--- src/rtl/tensor_op_dispatcher.sv ---
// Config-word dispatcher: FIFO-buffers 118-bit config words, decodes the
// operator field and issues the payload to the selected operator engine,
// tracking per-engine busy status via single-cycle done pulses.
module tensor_op_dispatcher #(
    parameter int unsigned NUM_ENG    = 4,
    parameter int unsigned FIFO_DEPTH = 4
) (
    input  logic                          clock,
    input  logic                          reset_n,
    input  logic [117:0]                  cfg_in_tdata,
    input  logic                          cfg_in_tvalid,
    output logic                          cfg_in_tready,
    output logic [112:0]                  eng_tdata,
    output logic [NUM_ENG-1:0]            eng_tvalid,
    input  logic [NUM_ENG-1:0]            eng_tready,
    input  logic [NUM_ENG-1:0]            eng_done,
    output logic [NUM_ENG-1:0]            eng_busy,
    output logic                          err_valid,
    output logic [4:0]                    err_opcode,
    output logic [7:0]                    err_count,
    output logic [$clog2(FIFO_DEPTH):0]   fifo_level
);

    localparam int unsigned CFG_W = 118;
    localparam int unsigned OPC_W = 5;
    localparam int unsigned AW    = $clog2(FIFO_DEPTH);
    localparam int unsigned LW    = AW + 1;
    localparam int unsigned CNT_W = 8;

    localparam logic [0:0] ST_IDLE  = 1'b0;
    localparam logic [0:0] ST_ISSUE = 1'b1;

    logic [CFG_W-1:0]       fifo_mem [FIFO_DEPTH];
    logic [AW-1:0]          wr_ptr;
    logic [AW-1:0]          rd_ptr;
    logic [0:0]             state;
    logic [0:0]             state_n;

    logic [CFG_W-1:0]       head;
    logic [OPC_W-1:0]       opc;
    logic                   opc_bad;
    logic [NUM_ENG-1:0]     sel_onehot;
    logic                   push;
    logic                   pop;
    logic [LW-1:0]          level_n;
    logic [CFG_W-OPC_W-1:0] tdata_n;
    logic [NUM_ENG-1:0]     tvalid_n;
    logic [NUM_ENG-1:0]     busy_n;
    logic                   err_valid_n;
    logic [OPC_W-1:0]       err_opcode_n;
    logic [CNT_W-1:0]       err_count_n;

    assign head       = fifo_mem[rd_ptr];
    assign opc        = head[OPC_W-1:0];
    assign opc_bad    = 32'(opc) >= NUM_ENG;
    assign sel_onehot = NUM_ENG'(1) << opc;

    // Next-state, FIFO control and next-output decode
    always_comb begin
        state_n      = state;
        pop          = 1'b0;
        tdata_n      = eng_tdata;
        tvalid_n     = eng_tvalid;
        busy_n       = eng_busy & ~eng_done;
        err_valid_n  = 1'b0;
        err_opcode_n = err_opcode;
        err_count_n  = err_count;
        push         = cfg_in_tvalid && cfg_in_tready;

        case (state)
            ST_IDLE: begin
                if (fifo_level != '0) begin
                    if (opc_bad) begin
                        pop          = 1'b1;
                        err_valid_n  = 1'b1;
                        err_opcode_n = opc;
                        if (err_count != {CNT_W{1'b1}}) begin
                            err_count_n = err_count + CNT_W'(1);
                        end
                    end else if ((sel_onehot & eng_busy) == '0) begin
                        tdata_n  = head[CFG_W-1:OPC_W];
                        tvalid_n = sel_onehot;
                        state_n  = ST_ISSUE;
                    end
                end
            end
            ST_ISSUE: begin
                // eng_tvalid is one-hot, so this only sees the selected engine's ready
                if ((eng_tvalid & eng_tready) != '0) begin
                    pop      = 1'b1;
                    busy_n   = busy_n | eng_tvalid;
                    tvalid_n = '0;
                    state_n  = ST_IDLE;
                end
            end
            default: begin
                state_n = ST_IDLE;
            end
        endcase

        level_n = fifo_level;
        if (push && !pop) begin
            level_n = fifo_level + LW'(1);
        end else if (!push && pop) begin
            level_n = fifo_level - LW'(1);
        end
    end

    // State, pointer and output registers
    always_ff @(posedge clock) begin
        if (!reset_n) begin
            state         <= ST_IDLE;
            wr_ptr        <= '0;
            rd_ptr        <= '0;
            fifo_level    <= '0;
            cfg_in_tready <= 1'b0;
            eng_tdata     <= '0;
            eng_tvalid    <= '0;
            eng_busy      <= '0;
            err_valid     <= 1'b0;
            err_opcode    <= '0;
            err_count     <= '0;
        end else begin
            state         <= state_n;
            fifo_level    <= level_n;
            cfg_in_tready <= (level_n != LW'(FIFO_DEPTH));
            eng_tdata     <= tdata_n;
            eng_tvalid    <= tvalid_n;
            eng_busy      <= busy_n;
            err_valid     <= err_valid_n;
            err_opcode    <= err_opcode_n;
            err_count     <= err_count_n;
            if (push) begin
                wr_ptr <= wr_ptr + AW'(1);
            end
            if (pop) begin
                rd_ptr <= rd_ptr + AW'(1);
            end
        end
    end

    // FIFO storage, no reset needed since level gates every read
    always_ff @(posedge clock) begin
        if (push) begin
            fifo_mem[wr_ptr] <= cfg_in_tdata;
        end
    end

endmodule

--- config.mk ---
export PLATFORM = sky130hd
export DESIGN_NAME = tensor_op_dispatcher
export DESIGN_NICKNAME = d
export VERILOG_FILES = /design/src/rtl/tensor_op_dispatcher.sv
export SDC_FILE = /design/constraint.sdc
export NUM_CORES = 1
export LEC_CHECK = 0
export ABC_CLOCK_PERIOD_IN_PS = 4400
export CAP_MARGIN = 20
export CORE_MARGIN = 2
export CORE_UTILIZATION = 50
export DETAILED_ROUTE_END_ITERATION = 8
export PLACE_DENSITY = 0.87
export SLEW_MARGIN = 15
export SYNTH_ARGS = -nofsm -noshare
export SYNTH_HDL_FRONTEND = slang
export SYNTH_SLANG_ARGS = --single-unit
--- constraint.sdc ---
create_clock -name clock -period 4.4 [get_ports clock]
set_input_delay 0.88 -clock clock [delete_from_list [all_inputs] [get_ports clock]]
set_output_delay 0.88 -clock clock [all_outputs]
set_load 0.02 [all_outputs]
==> impl_summary.txt <==
----------------------------------------------------
[CTS]
  Number of setup buffers added after CTS ... 0
  Cell at the root of the clock tree ... clkbuf_16
  Num Clock Sinks ... 618
  Count of H-tree levels built during CTS ... 2
  Insertion delay of the later-clocked pin in the worst-skew pair ... 0.62 ns
  TritonCTS clock tree ... done
  Post-CTS sizing ... 0
  Inserted Clock Buffers ... 58
  Clock transition at the registers of the reported paths ... 0.06 ns
  Cts-stage hold buffer count ... 0
  Maximum clock insertion buffer count ... 3

[Route]
  Avg WL per Cell ... 23.12 microns
  Drt pass-1 iters ... 7
  Count of nets left with antenna violations after detail routing ... 0
  Post-DR vias/cell ... 5.837
  Iteration-0 DRC Markers ... 1217
  DRC viols ... 0
  Final wirelength ... 51150 microns
  Vias after detailed routing ... 12917

[Pwr]
  Standby leakage power ... 8.861 nW
  Switching Power ... 4.437 mW
  Part of the total power dissipated in combinational logic ... 0.230
  Switching power as a share of total power ... 0.2773
  Portion of total power attributed to the clock network ... 0.319
  Power density of the placed cells ... 568.8 nW/um^2
  Internal ... 11.57 mW
  Sequential fraction of design power ... 0.451
  Maximum vdd drop ... 0.4027 mV

[Cells and area]
  Fillers ... 3091
  Area taken by flip-flops and latches ... 17100 sq um
  Final net count ... 1698
  Fraction of final layout cells sized beyond drive strength 1 ... 0.1645
  Relative area change from synthesis to final layout ... 22.96%
  Total area of multi-input combinational cells ... 5339 sq um

[Floorplanning]
  Initial core utilization ... 0.5053
  Die Span X ... 217.9 microns
  Top-Level Pins ... 268
  Die boundary height ... 217.9 microns
  Die ar. ... 47490 sq um
  Standard cell core area ... 45280 sq um
  Site row count ... 78

[Critical path]
  Total buffers and inverters traversed by the critical path ... 1
  CP delay by family, top ... simple AND/OR/NAND/NOR gates
  Worst EP arrival ... 3.63 ns
  Maximum fanout count along the critical path ... 59
  Length in cells of the worst reg-to-reg path ... 6
  Register-to-register setup slack ... 1.27 ns
  Delay contributed by the slowest stage of the critical path ... 0.72 ns
  Critical Path Sink Type ... flop
  CP startpoint kind ... flop
  Setup Crit Path Kind ... flop to flop
  CP Cell Sequence ... mux4_2, nor3_4, and2_4, buf_4, nand4_1, o21ai_0
  Path length in cells of the critical path ... 6
  Highest-delay cell along the critical path ... and2_4
  Crit path required time ... 4.91 ns

[STA]
  Slew @ Worst Pin ... 1.016 ns
  Part of the cycle the worst path needs ... 0.7112
  RSZ-0062 raised after global routing ... no
  Setup tns final ... 0 ns
  Highest clock frequency the design can meet ... 319.5 MHz
  Time the worst path needs with I/O delays and setup ... 3.129 ns
  Max transition margin ... 0.3224
  Final worst clock skew ... 0.02237 ns
  Final Hold Vio Count ... 0
  Final setup violation count ... 0
  Number of max-slew violations in the final report ... 0
  Worst setup margin ... 1.271 ns

[Hold path]
  Hold crit path type ... flop to flop
  Hold depth ... 2

[Place]
  Routability congestion estimate from global placement ... 0.8261
  Estimated wirelength of the detail-placed design ... 30510 microns
  Pre-CTS setup slack ... 1.309 ns
  IO buf count ... 267

[Yosys]
  Synthesized Nets ... 1448
  Post-synthesis cell type with the largest combined area ... edfxtp_1
  Synthesis-stage register bit count ... 618
  Summed instance area of the synthesized netlist ... 22880 sq um
  Number of distinct standard cells referenced by the synthesized netlist ... 43
  Number of warning messages in the yosys log ... 0
  Yosys top cell area share ... 0.6195
  Sequential-to-total area share from yosys stat ... 0.7472
  Syn Area/Cell ... 17.45 sq um
  Syn Inst Count ... 1311
  Cell types with the largest area share after synthesis ... edfxtp_1 62%, dfxtp_1 13%, mux4_2 12%

[GRT]
  Total global-route track usage ... 0.2171
  Global-route wire length before repair ... 78360 microns
  Initial antenna violation count ... 14
  Sum of overflow across all layers after global routing ... 0
  Vias in the first global route ... 13284
  Maximum number of pins on one net before global-route repair ... 141

[Flow run]
  MaxCap Viol Count ... 0

[Status]
  Outcome ... finished clean

----------------------------------------------------
==> path summary, 6_finish.rpt <==
kind,startpoint,end
setup / recovery,flop,eng_tdata[27]
hold / removal,eng_tdata[98],eng_tdata[98]
setup reg to reg,flop,eng_tdata[27]
hold reg to reg,eng_tdata[98],eng_tdata[98]
==> cell usage after synthesis <==
master and instances:
a22oi_1 3, o21ai_0 46, nor2b_1 4, mux2_4 1, a22o_1 2, o21a_1 1, a221oi_1 1, buf_4 3
buf_2 14, nand3_1 7, and3_1 5, mux4_2 118, nand2_2 1, clkbuf_2 4, o21ai_1 51, nand2b_1 2
mux2i_1 9, clkbuf_1 66, and4_1 1, o21ai_2 20, a311oi_1 1, inv_1 7, o221ai_1 2, nand4b_1 1
or3_1 2, ha_1 8, xnor2_1 12, nand4_1 116, a21boi_0 1, a21oi_1 9, and2_1 4, nor3_1 5
nor4b_1 1, nor4_1 2, nor2_1 25, buf_1 1, edfxtp_1 472, buf_6 8, nand2_1 125, nor3_4 1
dfxtp_1 146, o311ai_1 1, nor3b_1 2
==> flip-flops by register name (all words and copies together), names as in the netlist, named ones only <==
signal	count
eng_busy	4
eng_tvalid	4
err_valid	1
fifo_level	3
state	1
cfg_in_tready	1
eng_tdata	113
err_count	8
err_opcode	5
fifo_mem	472
rd_ptr	2
wr_ptr	2
==> cell families (layout without fill, tap and decap cells) <==
logic type	after synthesis	in the layout	share of synthesized area
compound gates	138	138	0.03516
xor+xnor	12	12	0.004593
fa+ha+maj	8	8	0.004375
buf+inv	103	403	0.02100
flops	618	618	0.7472
mux	128	128	0.1207
other cells	0	2	0
simple gates	304	304	0.06693
==> worst register-to-register path: stages (launching register included) <==
cell	delay [ns]
dfxtp_4	0.67
mux4_2	0.64
nor3_4	0.30
and2_4	0.72
buf_4	0.40
nand4_1	0.14
o21ai_0	0.16
==> placed cells by master, fill, tap and decap left out, types with 2 or more instances in the layout <==
cell type          n
nand2_1          125
buf_4             11
o21ai_1           51
buf_12             7
inv_6              3
and2_1             3
o21ai_2           20
nor3b_1            2
and3_4             5
o221ai_1           2
bufinv_16          7
diode_2            2
clkbuf_1           6
or3_1              2
clkdlybuf4s50_1  266
nand3_1            7
clkinv_2           7
clkinvlp_4         9
mux2i_1            9
ha_1               8
nand2b_1           2
clkbuf_8           7
nor3_1             5
mux4_2           118
clkinv_1           9
clkinv_4           3
inv_1              7
dfxtp_4            2
a22oi_1            3
xnor2_1           12
nor2b_1            4
a21oi_1            9
nor4_1             2
clkbuf_16         58
nand4_1          116
nor2_1            25
edfxtp_1         472
o21ai_0           46
a22o_1             2
dfxtp_1          144
==> routing by layer <==
| metal | track usage | wire (microns) | vias up |
|---|---|---|---|
| met5 | 0 | 159 | - |
| met4 | 0.06327 | 1138 | 24 |
| met3 | 0.05439 | 4599 | 99 |
| met2 | 0.3533 | 24910 | 585 |
| met1 | 0.2918 | 20340 | 6517 |
| li1 | - | - | 5692 |
==> power by group through the flow <==
stage | Combinational, mW | Sequential, mW | Clock, mW
2_1_floorplan | 2.20 | 7.52 | 0
4_1_cts | 3.70 | 7.22 | 5.18
5_1_grt | 3.94 | 7.27 | 5.41
3_5_place_dp | 3.67 | 7.33 | 0
6_report | 3.69 | 7.21 | 5.11
3_3_place_gp | 3.60 | 7.30 | 0
==> per-stage QoR <==
step	cells	power [mW]	hold WS [ns]	utilization	area [sq um]
3_5_place_dp	2100	11.01	0.4432	0.5768	26120
6_report	2213	16.00	0.4485	0.6213	28130
3_3_place_gp	2100	10.90	0.4372	0.5768	26120
2_1_floorplan	1311	9.724	0.4692	-	22880
5_1_grt	2211	16.62	0.4672	0.6212	28130
4_1_cts	2210	16.10	0.4528	0.6206	28100
==> cell type report <==
type | count | area share
clock inverter | 40 | 0.01516
multi-input combinational | 590 | 0.1898
antenna | 2 | 0.0001779
tap | 600 | 0.02668
clock buffer | 70 | 0.05532
sequential | 618 | 0.6079
inverter | 7 | 0.0009339
timing repair buffer | 286 | 0.1040
Power figures use the tool's default switching activity.
